File: config.mk
export PLATFORM = sky130hd
export DESIGN_NAME = fb_mem_arbiter
export DESIGN_NICKNAME = d
export VERILOG_FILES = /design/src/rtl/fb_mem_pkg.sv /design/src/rtl/fb_arb_select.sv /design/src/rtl/fb_mem_arbiter.sv
export SDC_FILE = /design/constraint.sdc
export NUM_CORES = 1
export LEC_CHECK = 0
export CORE_ASPECT_RATIO = 1.1
export CORE_MARGIN = 2
export CORE_UTILIZATION = 35
export CTS_CLUSTER_DIAMETER = 50
export CTS_CLUSTER_SIZE = 28
export DETAILED_ROUTE_END_ITERATION = 8
export DONT_BUFFER_PORTS = 1
export PLACE_DENSITY_LB_ADDON = 0.1
export SETUP_SLACK_MARGIN = 0.2
export SKIP_LAST_GASP = 1
export SYNTH_ARGS = -nofsm -noshare
export SYNTH_HDL_FRONTEND = slang
export SYNTH_SLANG_ARGS = --single-unit
File: constraint.sdc
create_clock -name clock -period 2.5 [get_ports clock]
set_input_delay 0.5 -clock clock [delete_from_list [all_inputs] [get_ports clock]]
set_output_delay 0.5 -clock clock [all_outputs]
set_load 0.02 [all_outputs]
File: src/rtl/fb_mem_pkg.sv
// rtl/fb_mem_pkg.sv - shared types and constants for the framebuffer memory arbiter
package fb_mem_pkg;

  typedef enum logic [1:0] {
    IDLE  = 2'd0,
    ISSUE = 2'd1,
    WAIT  = 2'd2,
    DONE  = 2'd3
  } state_e;

  localparam int REQ_VGA  = 0;
  localparam int REQ_HOST = 1;
  localparam int REQ_ALG  = 2;
  localparam int NUM_REQ  = 3;

  // 320x240 visible pixels; anything at or above is outside the framebuffer
  localparam int FB_PIXELS = 76800;

  localparam int DEF_ADDR_W      = 17;
  localparam int DEF_DATA_W      = 8;
  localparam int DEF_MEM_LATENCY = 3;
  localparam int DEF_VGA_MAX     = 4;

endpackage

File: src/rtl/fb_arb_select.sv
// rtl/fb_arb_select.sv - combinational winner pick: VGA first unless starved
// others are waiting, then host/algorithm round robin.
module fb_arb_select
  import fb_mem_pkg::*;
(
  input  logic [NUM_REQ-1:0] req_i,
  input  logic               ptr_i,
  input  logic               vga_limit_i,
  output logic [NUM_REQ-1:0] winner_o
);

  // ptr_i high means the algorithm engine has the next host/algorithm turn
  always_comb begin
    winner_o = '0;
    if (req_i[REQ_VGA] && !vga_limit_i) begin
      winner_o[REQ_VGA] = 1'b1;
    end else if (req_i[REQ_HOST] && (!req_i[REQ_ALG] || !ptr_i)) begin
      winner_o[REQ_HOST] = 1'b1;
    end else if (req_i[REQ_ALG]) begin
      winner_o[REQ_ALG] = 1'b1;
    end
  end

endmodule

File: src/rtl/fb_mem_arbiter.sv
// rtl/fb_mem_arbiter.sv - three-requester framebuffer RAM arbiter with one
// outstanding access, fixed read latency and out-of-range address suppression.
module fb_mem_arbiter
  import fb_mem_pkg::*;
#(
  parameter int ADDR_W      = DEF_ADDR_W,
  parameter int DATA_W      = DEF_DATA_W,
  parameter int MEM_LATENCY = DEF_MEM_LATENCY,
  parameter int VGA_MAX     = DEF_VGA_MAX
) (
  input  logic                  clock,
  input  logic                  reset_n,
  input  logic [NUM_REQ-1:0]    req,
  input  logic [NUM_REQ-1:0]    we,
  input  logic [3*ADDR_W-1:0]   addr,
  input  logic [3*DATA_W-1:0]   wdata,
  output logic [NUM_REQ-1:0]    gnt,
  output logic [NUM_REQ-1:0]    done,
  output logic [DATA_W-1:0]     rdata,
  output logic [ADDR_W-1:0]     mem_addr,
  output logic                  mem_wren,
  output logic [DATA_W-1:0]     mem_wdata,
  input  logic [DATA_W-1:0]     mem_rdata,
  output logic                  busy
);

  localparam int          VCNT_W   = $clog2(VGA_MAX + 1);
  localparam logic [2:0]  LAT_LAST = 3'(MEM_LATENCY - 1);

  state_e                 state_q, state_d;
  logic [NUM_REQ-1:0]     win_q;
  logic                   we_q, oob_q, ptr_q;
  logic [VCNT_W-1:0]      vcnt_q;
  logic [2:0]             wcnt_q;
  logic [ADDR_W-1:0]      addr_q;
  logic [DATA_W-1:0]      wdata_q, rdata_q;

  logic [NUM_REQ-1:0]     winner;
  logic                   vga_limit, others_pending, grant_now, last_wait;
  logic [ADDR_W-1:0]      sel_addr;
  logic [DATA_W-1:0]      sel_wdata;
  logic                   sel_we;

  assign others_pending = req[REQ_HOST] || req[REQ_ALG];
  assign vga_limit      = (vcnt_q == VCNT_W'(VGA_MAX)) && others_pending;
  assign grant_now      = (state_q == IDLE) && (|req);
  assign last_wait      = (state_q == WAIT) && (wcnt_q == LAT_LAST);

  fb_arb_select u_select (
    .req_i       (req),
    .ptr_i       (ptr_q),
    .vga_limit_i (vga_limit),
    .winner_o    (winner)
  );

  always_comb begin
    sel_addr  = '0;
    sel_wdata = '0;
    for (int i = 0; i < NUM_REQ; i++) begin
      if (winner[i]) begin
        sel_addr  = addr[i*ADDR_W +: ADDR_W];
        sel_wdata = wdata[i*DATA_W +: DATA_W];
      end
    end
  end

  // VGA is read-only, so its we bit never reaches the latch
  assign sel_we = |(winner & we & 3'b110);

  always_comb begin
    state_d = state_q;
    unique case (state_q)
      IDLE:    if (|req) state_d = ISSUE;
      ISSUE:   state_d = WAIT;
      WAIT:    if (wcnt_q == LAT_LAST) state_d = DONE;
      DONE:    state_d = IDLE;
      default: state_d = IDLE;
    endcase
  end

  always_ff @(posedge clock) begin
    if (!reset_n) begin
      state_q <= IDLE;
      win_q   <= '0;
      we_q    <= 1'b0;
      oob_q   <= 1'b0;
      ptr_q   <= 1'b0;
      vcnt_q  <= '0;
      wcnt_q  <= '0;
      addr_q  <= '0;
      wdata_q <= '0;
      rdata_q <= '0;
    end else begin
      state_q <= state_d;
      if (grant_now) begin
        win_q   <= winner;
        we_q    <= sel_we;
        oob_q   <= (32'(sel_addr) >= 32'(FB_PIXELS));
        addr_q  <= sel_addr;
        wdata_q <= sel_wdata;
        if (!winner[REQ_VGA]) ptr_q <= winner[REQ_HOST];
      end
      if (!others_pending) begin
        vcnt_q <= '0;
      end else if (grant_now) begin
        vcnt_q <= winner[REQ_VGA] ? vcnt_q + VCNT_W'(1) : '0;
      end
      if (state_q == ISSUE) begin
        wcnt_q <= '0;
      end else if (state_q == WAIT) begin
        wcnt_q <= wcnt_q + 3'd1;
      end
      if (last_wait && !we_q) rdata_q <= oob_q ? '0 : mem_rdata;
    end
  end

  assign gnt       = (state_q == ISSUE) ? win_q : '0;
  assign done      = (state_q == DONE) ? win_q : '0;
  assign mem_wren  = (state_q == ISSUE) && we_q && !oob_q;
  assign mem_addr  = addr_q;
  assign mem_wdata = wdata_q;
  assign rdata     = rdata_q;
  assign busy      = (state_q != IDLE);

endmodule
======== Word level (Yosys, flattened, before mapping) ========
Index checks and enable logic that the tools add are counted.
word-level totals
  flip-flop bits (word level) ............. 47
  bits in latches ......................... 0
  memory bits (writable) .................. 0
  ROM bits ................................ 0
  input bits .............................. 91
  output and inout bits ................... 41
  logic and storage cells ................. 64
  memories kept ........................... 0
operators by class
  add/subtract/negate cells ............... 2
  $mul .................................... 0
  divide/modulo/power cells ............... 0
  magnitude comparators ................... 1
  eq/ne operators ......................... 7
  shifts and indexed selects .............. 0
  mux-type cells .......................... 18
  bitwise gates (word level) .............. 3
  reduce and logical (&&, ||, !) cells .... 23
operator list
  kind                                                                     count
  17-bit 2-to-1 mux                                                        3
  8-bit 2-to-1 mux                                                         4
  17-bit >= comparator, second input constant                              1
  3-bit 2-to-1 mux                                                         3
  1-bit logical AND                                                        8
  2-bit case mux with 4 select lines                                       1
  3-bit by 1-bit adder with 3-bit output, second input constant            2
  2-bit 2-to-1 mux                                                         3
  2-bit AND reduction                                                      3
  1-bit logical NOT                                                        5
  2-bit == test, second input constant                                     2
  1-bit 2-to-1 mux                                                         4
  2-bit OR reduction                                                       2
  3-bit AND                                                                1
  3-bit by 2-bit == test with 1-bit output, second input constant          1
  3-bit == test, second input constant                                     1
  3-bit OR reduction                                                       1
  2-bit by 1-bit == test with 1-bit output, second input constant          1
  2-bit logical NOT                                                        1
  1-bit logical OR                                                         2
  2-bit by 1-bit inequality test with 1-bit output, second input constant  1
  2-bit inequality test, second input constant                             1
  1-bit NOT                                                                2
  2-bit nonzero test                                                       1

======== Depth between registers and ports, before layout ========
Gate-level depths: netlist of the first run.
  depth after elaboration ................. 9
  gate-level depth with buffers ........... 9
  depth with buffers taken out ............ 7

======== Modules after synthesis ========
A second synthesis of the first run with hierarchy kept.
unflattened totals
  cell total of the unflattened synthesis .. 298
  area, all modules ....................... 2,615.0 um2
by module, submodules not included
  module          instances  cells each  area an instance (um2)  seq. area each (um2)
  fb_mem_arbiter  1          292         2,575.0                 940.9
  fb_arb_select   1          6           40.0                    0.0

======== Worst setup path after synthesis of the first run ========
No wires, ideal clock.
  kind .................................... reg2reg
  from .................................... register vcnt_q[0]
  to ...................................... register oob_q
  library setup time ...................... 0.119 ns
  arrival ................................. 1.773 ns
  data required time ...................... 2.381 ns
  path slack .............................. 0.609 ns
  stages on the path, launching flop included .. 9
  path buffers ............................ 1
  period minus slack after synthesis ...... 1.891 ns
  cells stage by stage .................... dfxtp_1 > inv_1 > ha_1 > a21bo_1 > and3_1 > buf_6 > a222oi_1 > o2111ai_1 > o221a_1
between the ends
  cells in the longest elaborated chain, start to end .. 9
  elaborated cells on any way between the ends .. 10
  those cells by class .................... 1 x order compare; 1 x eq/ne; 5 x mux; 3 x reduce/logical
RTL lines
  item                             RTL line               text
  start, declared                  fb_mem_arbiter.sv:33   logic [VCNT_W-1:0] vcnt_q;
  start signal, assigned           fb_mem_arbiter.sv:106  vcnt_q <= winner[REQ_VGA] ? vcnt_q + VCNT_W'(1) : '0;
  3-bit == test *                  fb_mem_arbiter.sv:45   assign vga_limit = (vcnt_q == VCNT_W'(VGA_MAX)) && others_pending;
  1-bit logical AND *              fb_mem_arbiter.sv:45
  1-bit logical NOT *              fb_arb_select.sv:15    if (req_i[REQ_VGA] && !vga_limit_i) begin
  1-bit logical AND *              fb_arb_select.sv:15
  1-bit 2-to-1 mux                 fb_arb_select.sv:15
  17-bit 2-to-1 mux (2 in series)  fb_mem_arbiter.sv:60   if (winner[i]) begin
  17-bit 2-to-1 mux *              fb_mem_arbiter.sv:60
  17-bit >= comparator *           fb_mem_arbiter.sv:98   oob_q <= (32'(sel_addr) >= 32'(FB_PIXELS));
  end signal, assigned             fb_mem_arbiter.sv:98
  end, declared                    fb_mem_arbiter.sv:32   logic we_q, oob_q, ptr_q;
Mark *: on every way between the ends. The rest lies on a longest branch, timed or not.
A chain may end at the register's enable or synchronous reset.

======== Worst setup path in the final report of the first run ========
Ends and elaborated chain as after synthesis.

==> flow_metrics.py, run 1 <==
metrics = {
    "status": {
        "outcome": "completed",
    },
    "worst_setup_path": {
        "setup.worst_path.class": "register to register",
        "worst_setup_path_end_kind": "register",
        "ff2ff_setup_slack_ns": 0.38,
        "reg2reg_from": "vcnt_q[0]",
        "startpoint_type": "register",
        "required_ns": 2.75,
        "worstSetupEndpoint": "oob_q",
        "startpoint": "vcnt_q[0]",
        "reg2reg_depth": 8,
        "crit_path_max_fanout": 20,
        "timing.rr.end": "oob_q",
        "arrival_ns": 2.37,
    },
    "finish": {
        "seq_area_um2": 941,
        "antenna_cells": 0,
        "fillCellCount": 668,
        "most-common-layout-cells": "dfxtp_1 (47), nand2_1 (40), a222oi_1 (21), o211a_1 (21), a21boi_0 (12)",
        "final_nets": 341,
        "final_common_cell": "dfxtp_1",
        "areaGrowthSynthToFinish_pct": 7.62,
        "multi_input_area_mm2": 0.00123,
        "drive_gt1_frac": 0.0864,
        "final_util": 0.394,
    },
    "placement": {
        "place.gp.congestion": 0.740,
        "hpwl_um": 4430,
        "io_buffers": 0,
    },
    "power_and_ir_drop": {
        "p_leak_uw": 0.00106,
        "power_density_mw_per_mm2": 1040,
        "vdd_drop_max_mv": 0.607,
        "finalPower_uw": 2560,
    },
    "synth": {
        "yosys_most_used_dff": "dfxtp_1",
        "async_flop_share": 0,
        "ys_seq_area_frac": 0.412,
        "synth_edf_count": 0,
        "yosysWarnings": 0,
        "syn_nets": 347,
        "synth_area_leaders": "dfxtp_1 (41%), a222oi_1 (9.2%), o211a_1 (9.2%), nand2_1 (6.6%), ha_1 (4.4%)",
        "syn_area_per_cell_um2": 9.21,
        "yosys_register_bits": 47,
        "yosys.area.top_type": "dfxtp_1",
        "ys_types": 36,
        "synth_top_area_share": 0.412,
        "syn_area_mm2": 0.00228,
        "netlist_instances": 248,
    },
    "floorplanning": {
        "die_width_um": 81.0,
        "die_h_um": 88.7,
        "core_area_mm2": 0.00623,
        "design.die.area_mm2": 0.00719,
        "io_pins": 132,
        "rows": 30,
        "start_util": 0.366,
    },
    "detailed_routing": {
        "drtIter0Drc": 115,
        "firstDrtPassIters": 4,
        "detail_route.vias_per_cell": 5.89,
        "drcViolationCount": 0,
        "vias": 1903,
        "drt-total-wl_um": 6020,
        "wl_per_cell_um": 18.6,
        "ant_nets": 0,
    },
    "hold_path": {
        "hp-class": "input port to register",
    },
    "sta": {
        "hold_viol_final": 0,
        "min_period_over_period": 0.849,
        "finalClockSkew_ns": 0.00665,
        "setup_viol": 0,
        "setup_tns_ns": 0,
        "min_period_ns": 2.12,
        "rsz0062_at_grt": "no",
        "max_slew_margin": 0.699,
        "drv_slew": 0,
        "worst_pin_slew_ns": 0.451,
        "max_freq_ghz": 0.471,
    },
    "global_routing": {
        "use_met1": 0.192,
        "antenna_found_initial": 0,
        "grt_remaining_overflow": 0,
        "grtUsageMet3": 0.0612,
        "gr-usage-all-layers": 0.166,
        "grt.busiest_layer": "met2",
        "grt_max_degree": 43,
        "grt_pass1_vias": 1778,
        "grtUsageMet2": 0.288,
        "grt_pass1_wl_um": 9050,
    },
    "clock_network": {
        "cts_root_buffer": "clkbuf_8",
        "cts_buffers": 5,
        "insertion_delay_ns": 0.30,
        "ctsHoldBuffers": 0,
        "clkTransAtPathRegs_ns": 0.09,
        "cts_sinks": 47,
        "cts.path.max_buffers": 2,
        "htreeDepth": 2,
        "cts_tree": "built",
    },
    "flow_run": {
        "maxCapViolations": 0,
    },
}
-- what timing repair did --
item                       CTS  global route
buffers inserted             0             1
hold endpoints to repair     0             0
setup endpoints to repair    0             3
gates resized for setup      0             2
-- metal layers --
layer,up-vias,wire length (µm)
met5,-,0
met4,0,47
met3,5,607
met2,92,2930
met1,886,2440
li1,920,-
-- synthesized netlist by cell type, types with 3 or more instances --
cell type,number
nand2b_1,4
o21ai_0,4
a22oi_1,4
a21boi_0,12
nand2_1,40
inv_1,6
nor2_1,11
a222oi_1,21
o211a_1,21
dfxtp_1,47
clkbuf_1,15
a21oi_1,8
ha_1,8
and2_1,8
nand3b_1,9
nor2b_1,3
-- logic make-up after synthesis --
family / share of synthesized area
and+or+nand+nor: 0.175
adders and majority gates: 0.0438
buffers and inverters: 0.0521
AOI/OAI and AO/OA: 0.309
xor gates and xnor gates: 0.00767
DFF: 0.412
-- critical path: stages (launching register included) --
cell and delay (ns):
dfxtp_1 0.34, inv_1 0.07, ha_1 0.21, a21bo_1 0.21
and3_1 0.27, buf_4 0.26, nor2b_1 0.17, nor4_1 0.31
o221a_1 0.23
-- area by class of cell --
class	instances	share of cell area
Clock buffer	5	0.0280
Clock inverter	3	0.00764
Inverter	6	0.00916
Multi-Input combinational cell	174	0.502
Sequential cell	47	0.383
Tap cell	80	0.0407
Timing Repair Buffer	8	0.0295
-- how the worst min path moves through the flow --
stage	from	end	cells past startpoint
after floorplan	win_q[1]	win_q[1]	2
after global placement	win_q[2]	win_q[2]	2
after detailed placement	win_q[2]	win_q[2]	2
after CTS	reset_n	mem_addr[10]	1
after global routing	reset_n	mem_wdata[3]	1
final	reset_n	mem_wdata[4]	1
-- flip-flops by register name, indices dropped and copies added, names as in the netlist --
name / flops
vcnt_q: 3
mem_addr: 17
rdata: 8
we_q: 1
win_q: 3
state_q: 2
oob_q: 1
ptr_q: 1
wcnt_q: 3
mem_wdata: 8
-- power breakdown --
group	total [µW]	leakage (µW)	internal (µW)	switching [µW]
Clock	468	0.0000483	197	271
Combinational	715	0.000628	315	400
Sequential	1380	0.000386	977	400
Total	2560	0.00106	1490	1070
-- per-stage QoR --
stage	setup WS, ns	instance area [µm²]	std cells	hold slack (ns)
detailed placement	0.272	2360	314	0.467
global placement	0.311	2360	314	0.456
global route	0.204	2460	323	0.311
floorplan	0.609	2280	248	0.447
CTS	0.247	2450	322	0.310
finish	0.378	2460	323	0.331
No activity file was read; power rests on OpenSTA's default activity.
==> inputs of run 2 (changes only) <==
==> constraint.sdc (replaced) <==
create_clock -name clock -period 2.22 [get_ports clock]
set_input_delay 0.444 -clock clock [delete_from_list [all_inputs] [get_ports clock]]
set_output_delay 0.444 -clock clock [all_outputs]
set_load 0.02 [all_outputs]
==> run 2 against run 1 <==
Critical path depth shrank 1. Global-route usage shrank 0.30 points. Hold slack lost 0.056 ns. Combinational power grew 24%. Largest power group unchanged. Register-to-register slack lost 0.07 ns.
==> flow_metrics.py, run 2 (synthesis gave the netlist of run 1 again) <==
metrics = {
    "worst_setup_path": {
        "startpoint_type": "register",
        "required_ns": 2.42,
        "setup.worst_path.class": "register to register",
        "worst_setup_path_end_kind": "register",
        "arrival_ns": 2.11,
        "crit_path_max_fanout": 8,
        "ff2ff_setup_slack_ns": 0.31,
    },
    "sta": {
        "worst_pin_slew_ns": 0.490,
        "hold_viol_final": 0,
        "timing.final.ws_setup_ns": 0.305,
        "rsz0062_at_grt": "no",
        "finalClockSkew_ns": 0.00850,
        "min_period_ns": 1.91,
        "drv_slew": 0,
        "min_period_over_period": 0.863,
        "max_freq_ghz": 0.522,
        "setup_viol": 0,
        "max_slew_margin": 0.673,
        "setup_tns_ns": 0,
    },
    "finish": {
        "final_area_mm2": 0.00262,
        "finalNonFillerCells": 337,
        "antenna_cells": 0,
        "final_common_cell": "dfxtp_1",
        "drive_gt1_frac": 0.167,
        "final_nets": 355,
        "largest_reg_flops": 17,
        "areaGrowthSynthToFinish_pct": 14.7,
        "fillCellCount": 654,
        "most-common-layout-cells": "dfxtp_1 (45), nand2_1 (40), a222oi_1 (21), o211a_1 (21), buf_4 (19)",
    },
    "detailed_routing": {
        "wl_per_cell_um": 18.1,
        "detail_route.vias_per_cell": 5.77,
        "vias": 1943,
        "drt-total-wl_um": 6090,
        "ant_nets": 0,
        "drcViolationCount": 0,
        "drtIter0Drc": 135,
        "firstDrtPassIters": 5,
    },
    "power_and_ir_drop": {
        "p_switching_uw": 1220,
        "vdd_drop_max_mv": 0.408,
        "p_int_uw": 1770,
        "finalPower_uw": 2990,
        "p_sw_frac": 0.407,
        "p_leak_uw": 0.00114,
        "clock_power_share": 0.185,
        "power_density_mw_per_mm2": 1140,
        "p_comb_frac": 0.297,
        "p_seq_frac": 0.518,
    },
    "hold_path": {
        "hp-class": "input port to register",
    },
    "global_routing": {
        "grt_max_degree": 43,
        "grt_pass1_vias": 1812,
        "antenna_found_initial": 0,
        "grt_remaining_overflow": 0,
        "gr-usage-all-layers": 0.163,
        "grt_pass1_wl_um": 8880,
    },
    "clock_network": {
        "htreeDepth": 2,
        "cts_buffers": 5,
        "cts_sinks": 47,
        "insertion_delay_ns": 0.30,
        "cts_tree": "built",
        "clkTransAtPathRegs_ns": 0.09,
        "cts_root_buffer": "clkbuf_8",
        "cts.path.max_buffers": 2,
    },
    "floorplanning": {
        "io_pins": 132,
        "rows": 30,
        "design.die.area_mm2": 0.00719,
        "die_width_um": 81.0,
        "core_area_mm2": 0.00623,
        "die_h_um": 88.7,
        "start_util": 0.366,
    },
    "placement": {
        "post-place-ws_ns": 0.0928,
        "placed_cells": 320,
        "hpwl_um": 4430,
        "io_buffers": 0,
        "placed_cell_area_mm2": 0.00240,
        "place.gp.congestion": 0.742,
    },
    "flow_run": {
        "maxCapViolations": 0,
    },
    "status": {
        "outcome": "completed",
    },
}
-- run 2: cell types whose count changed in the layout (fill, tap and decap cells not counted), moves of 2 or more --
cell / delta
buf_6: +2
clkinv_2: -2
dfxtp_1: -2
dfxtp_2: +2
buf_4: +12
and3_4: +2
-- run 2: timing repair --
action	CTS	global route
hold buffers	0	0
setup endpoints to repair	1	4
pin swaps	2	7
setup buffers	2	7
hold endpoints to repair	0	0
resized for setup	9	6
-- run 2: cell type report --
type / count / area, µm² / area share
clock inverter: 2 / 16.3 / 0.00621
multi-input combinational: 174 / 1270 / 0.485
inverter: 6 / 22.5 / 0.00860
timing repair buffer: 22 / 185 / 0.0707
clock buffer: 6 / 82.6 / 0.0315
tap: 80 / 100 / 0.0382
sequential: 47 / 943 / 0.360
-- run 2: worst max-delay path: stages, from the launching register on --
cell and delay [ns]:
dfxtp_2 0.33, inv_1 0.09, ha_2 0.18, o211ai_1 0.12, and2_4 0.20, a222oi_1 0.51, o2111ai_2 0.15, o221a_1 0.24
-- run 2: per-layer routing --
layer  global-route usage  part of all wire  vias up
met5                    0                 0        -
met4               0.0416            0.0048        0
met3               0.0510             0.087        2
met2                0.285              0.49       93
met1                0.194              0.42      905
li1                     -                 -      943
-- run 2: power groups by stage --
stage | Sequential (µW) | Combinational [µW] | Clock, µW
after global routing | 1580 | 1010 | 607
after global placement | 1580 | 854 | 0
after detailed placement | 1570 | 861 | 0
final | 1550 | 888 | 553
after CTS | 1550 | 876 | 584
after floorplan | 1500 | 644 | 0
-- run 2: worst paths after layout --
kind / startpoint / end / depth (start not counted)
setup / recovery: vcnt_q[0] / oob_q / 7
setup reg to reg: vcnt_q[0] / oob_q / 7
hold / removal: wdata[14] / mem_wdata[6] / 2
hold reg to reg: win_q[2] / win_q[2] / 2
-- run 2: stage by stage --
stage	hold slack [ns]	utilization
6_report	0.276	0.420
5_1_grt	0.248	0.420
4_1_cts	0.255	0.409
3_5_place_dp	0.468	0.386
3_3_place_gp	0.458	0.386
2_1_floorplan	0.447	-
==> inputs of run 3 (changes only) <==
==> constraint.sdc (replaced) <==
create_clock -name clock -period 2.22 [get_ports clock]
set_input_delay 0.444 -clock clock [delete_from_list [all_inputs] [get_ports clock]]
set_output_delay 0.444 -clock clock [all_outputs]
set_load 0.05 [all_outputs]
==> run 3 against run 2 <==
Register-to-register slack barely moved. Clock power fell by 8.9%. Utilization fell by 0.72 points. Clock skew fell by 0.0041 ns. Die area did not move. Non-clock buffer count fell by 2. Sequential power rose by 29%. Combinational power rose by 0.7%. Critical path type unchanged. Largest power group unchanged.
==> flow_metrics.py, run 3 (synthesis gave the netlist of run 1 again) <==
metrics = {
    "worst_setup_path": {
        "timing.rr.end": "oob_q",
        "critPathTopFamily": "compound AO/OA/AOI/OAI gates",
        "startpoint_type": "register",
        "ff2ff_setup_slack_ns": 0.30,
        "startpoint": "vcnt_q[0]",
        "worstSetupEndpoint": "oob_q",
        "cp_num_cells": 9,
        "crit_path_top_delay_cell": "dfxtp_2",
        "slowest_delay_ns": 0.33,
        "required_ns": 2.42,
        "setup.worst_path.class": "register to register",
        "crit_path_max_fanout": 8,
        "reg2reg_depth": 9,
        "cpMostUsedCell": "buf_4",
        "path_cells": "inv_2, ha_2, o211ai_1, and2_4, buf_4, a222oi_1, buf_4, nor4_2, o221a_1",
        "path_buf_inv": 3,
        "reg2reg_from": "vcnt_q[0]",
        "arrival_ns": 2.12,
        "worst_setup_path_end_kind": "register",
    },
    "detailed_routing": {
        "drcViolationCount": 0,
        "ant_nets": 0,
        "vias": 1960,
        "firstDrtPassIters": 5,
        "detail_route.vias_per_cell": 5.85,
        "wl_per_cell_um": 18.1,
        "drt-total-wl_um": 6050,
        "drtIter0Drc": 120,
    },
    "floorplanning": {
        "core_area_mm2": 0.00623,
        "die_width_um": 81.0,
        "die_h_um": 88.7,
        "start_util": 0.366,
        "io_pins": 132,
        "design.die.area_mm2": 0.00719,
        "rows": 30,
    },
    "finish": {
        "multi_input_area_mm2": 0.00126,
        "largest_reg_flops": 17,
        "areaGrowthSynthToFinish_pct": 12.8,
        "most-common-layout-cells": "dfxtp_1 (45), nand2_1 (40), a222oi_1 (21), o211a_1 (21), buf_4 (18)",
        "fillCellCount": 668,
        "antenna_cells": 0,
        "final_nets": 353,
        "seq_area_um2": 943,
        "final_common_cell": "dfxtp_1",
        "drive_gt1_frac": 0.157,
    },
    "global_routing": {
        "antenna_found_initial": 0,
        "gr-usage-all-layers": 0.164,
        "grt_pass1_wl_um": 8880,
        "grt_remaining_overflow": 0,
        "grt_pass1_vias": 1783,
        "grt_max_degree": 43,
    },
    "sta": {
        "setup_tns_ns": 0,
        "min_period_ns": 1.92,
        "max_freq_ghz": 0.520,
        "drv_slew": 0,
        "min_period_over_period": 0.866,
        "rsz0062_at_grt": "no",
        "worst_pin_slew_ns": 0.579,
        "holdWs_ns": 0.279,
        "setup_viol": 0,
        "hold_viol_final": 0,
        "finalClockSkew_ns": 0.00439,
        "max_slew_margin": 0.614,
    },
    "power_and_ir_drop": {
        "p_comb_frac": 0.263,
        "power_density_mw_per_mm2": 1320,
        "p_int_uw": 1710,
        "p_switching_uw": 1690,
        "vdd_drop_max_mv": 0.627,
        "p_sw_frac": 0.498,
        "p_leak_uw": 0.00112,
        "p_seq_frac": 0.588,
        "clock_power_share": 0.149,
    },
    "clock_network": {
        "cts_sinks": 47,
        "cts_buffers": 5,
        "insertion_delay_ns": 0.30,
        "cts_root_buffer": "clkbuf_8",
        "clkTransAtPathRegs_ns": 0.08,
        "cts.path.max_buffers": 2,
        "cts_tree": "built",
        "htreeDepth": 2,
    },
    "placement": {
        "place.gp.congestion": 0.749,
        "io_buffers": 0,
        "hpwl_um": 4370,
    },
    "status": {
        "outcome": "completed",
    },
    "hold_path": {
        "hp-class": "input port to register",
    },
    "flow_run": {
        "maxCapViolations": 0,
    },
}
[run 3: cell type report]
cell class                 instances  share of cell area
clock inverter                     3             0.00583
timing repair buffer              20              0.0646
clock buffer                       5              0.0267
sequential                        47               0.366
tap                               80              0.0389
multi-input combinational        174               0.489
inverter                           6             0.00875
[run 3: metal layers]
| metal | up-vias | GRT usage | part of all wire |
|---|---|---|---|
| met3 | 7 | 0.0582 | 0.092 |
| met1 | 915 | 0.199 | 0.41 |
| met4 | 0 | 0.0555 | 0.011 |
| met2 | 93 | 0.269 | 0.49 |
| met5 | - | 0 | 0 |
| li1 | 945 | - | - |
[run 3: how the worst min path moves through the flow]
stage	from	end	slack (ns)	cells after the start
6_report	reset_n	mem_addr[12]	0.28	1
5_1_grt	wdata[14]	mem_wdata[6]	0.25	2
4_1_cts	reset_n	mem_addr[0]	0.26	1
3_5_place_dp	win_q[2]	win_q[2]	0.46	2
3_3_place_gp	win_q[2]	win_q[2]	0.46	2
2_1_floorplan	win_q[1]	win_q[1]	0.45	2
[run 3: stage by stage]
step                      instances  total power [µW]  cell area [µm²]  utilization  setup WS, ns
after floorplan                 248              2630             2280            -         0.329
after CTS                       329              3430             2510        0.404         0.207
after global routing            335              3610             2570        0.413         0.173
final                           335              3400             2570        0.413         0.298
after detailed placement        320              2900             2400        0.386         0.127
after global placement          320              2900             2400        0.386         0.134
[run 3: power groups by stage]
stage	Clock [µW]	Sequential, µW	Combinational [µW]
floorplan	0	1950	687
global placement	0	2020	872
detailed placement	0	2020	882
CTS	531	2000	895
global route	570	2030	1010
finish	504	2000	894
[run 3: timing repair]
| item | CTS | global route |
|---|---|---|
| pin swaps | 4 | 9 |
| resized for setup | 9 | 4 |
| endpoints found under the setup margin | 1 | 7 |
| endpoints found under the hold margin | 0 | 0 |
| hold buffers | 0 | 0 |
| buffers inserted | 1 | 6 |
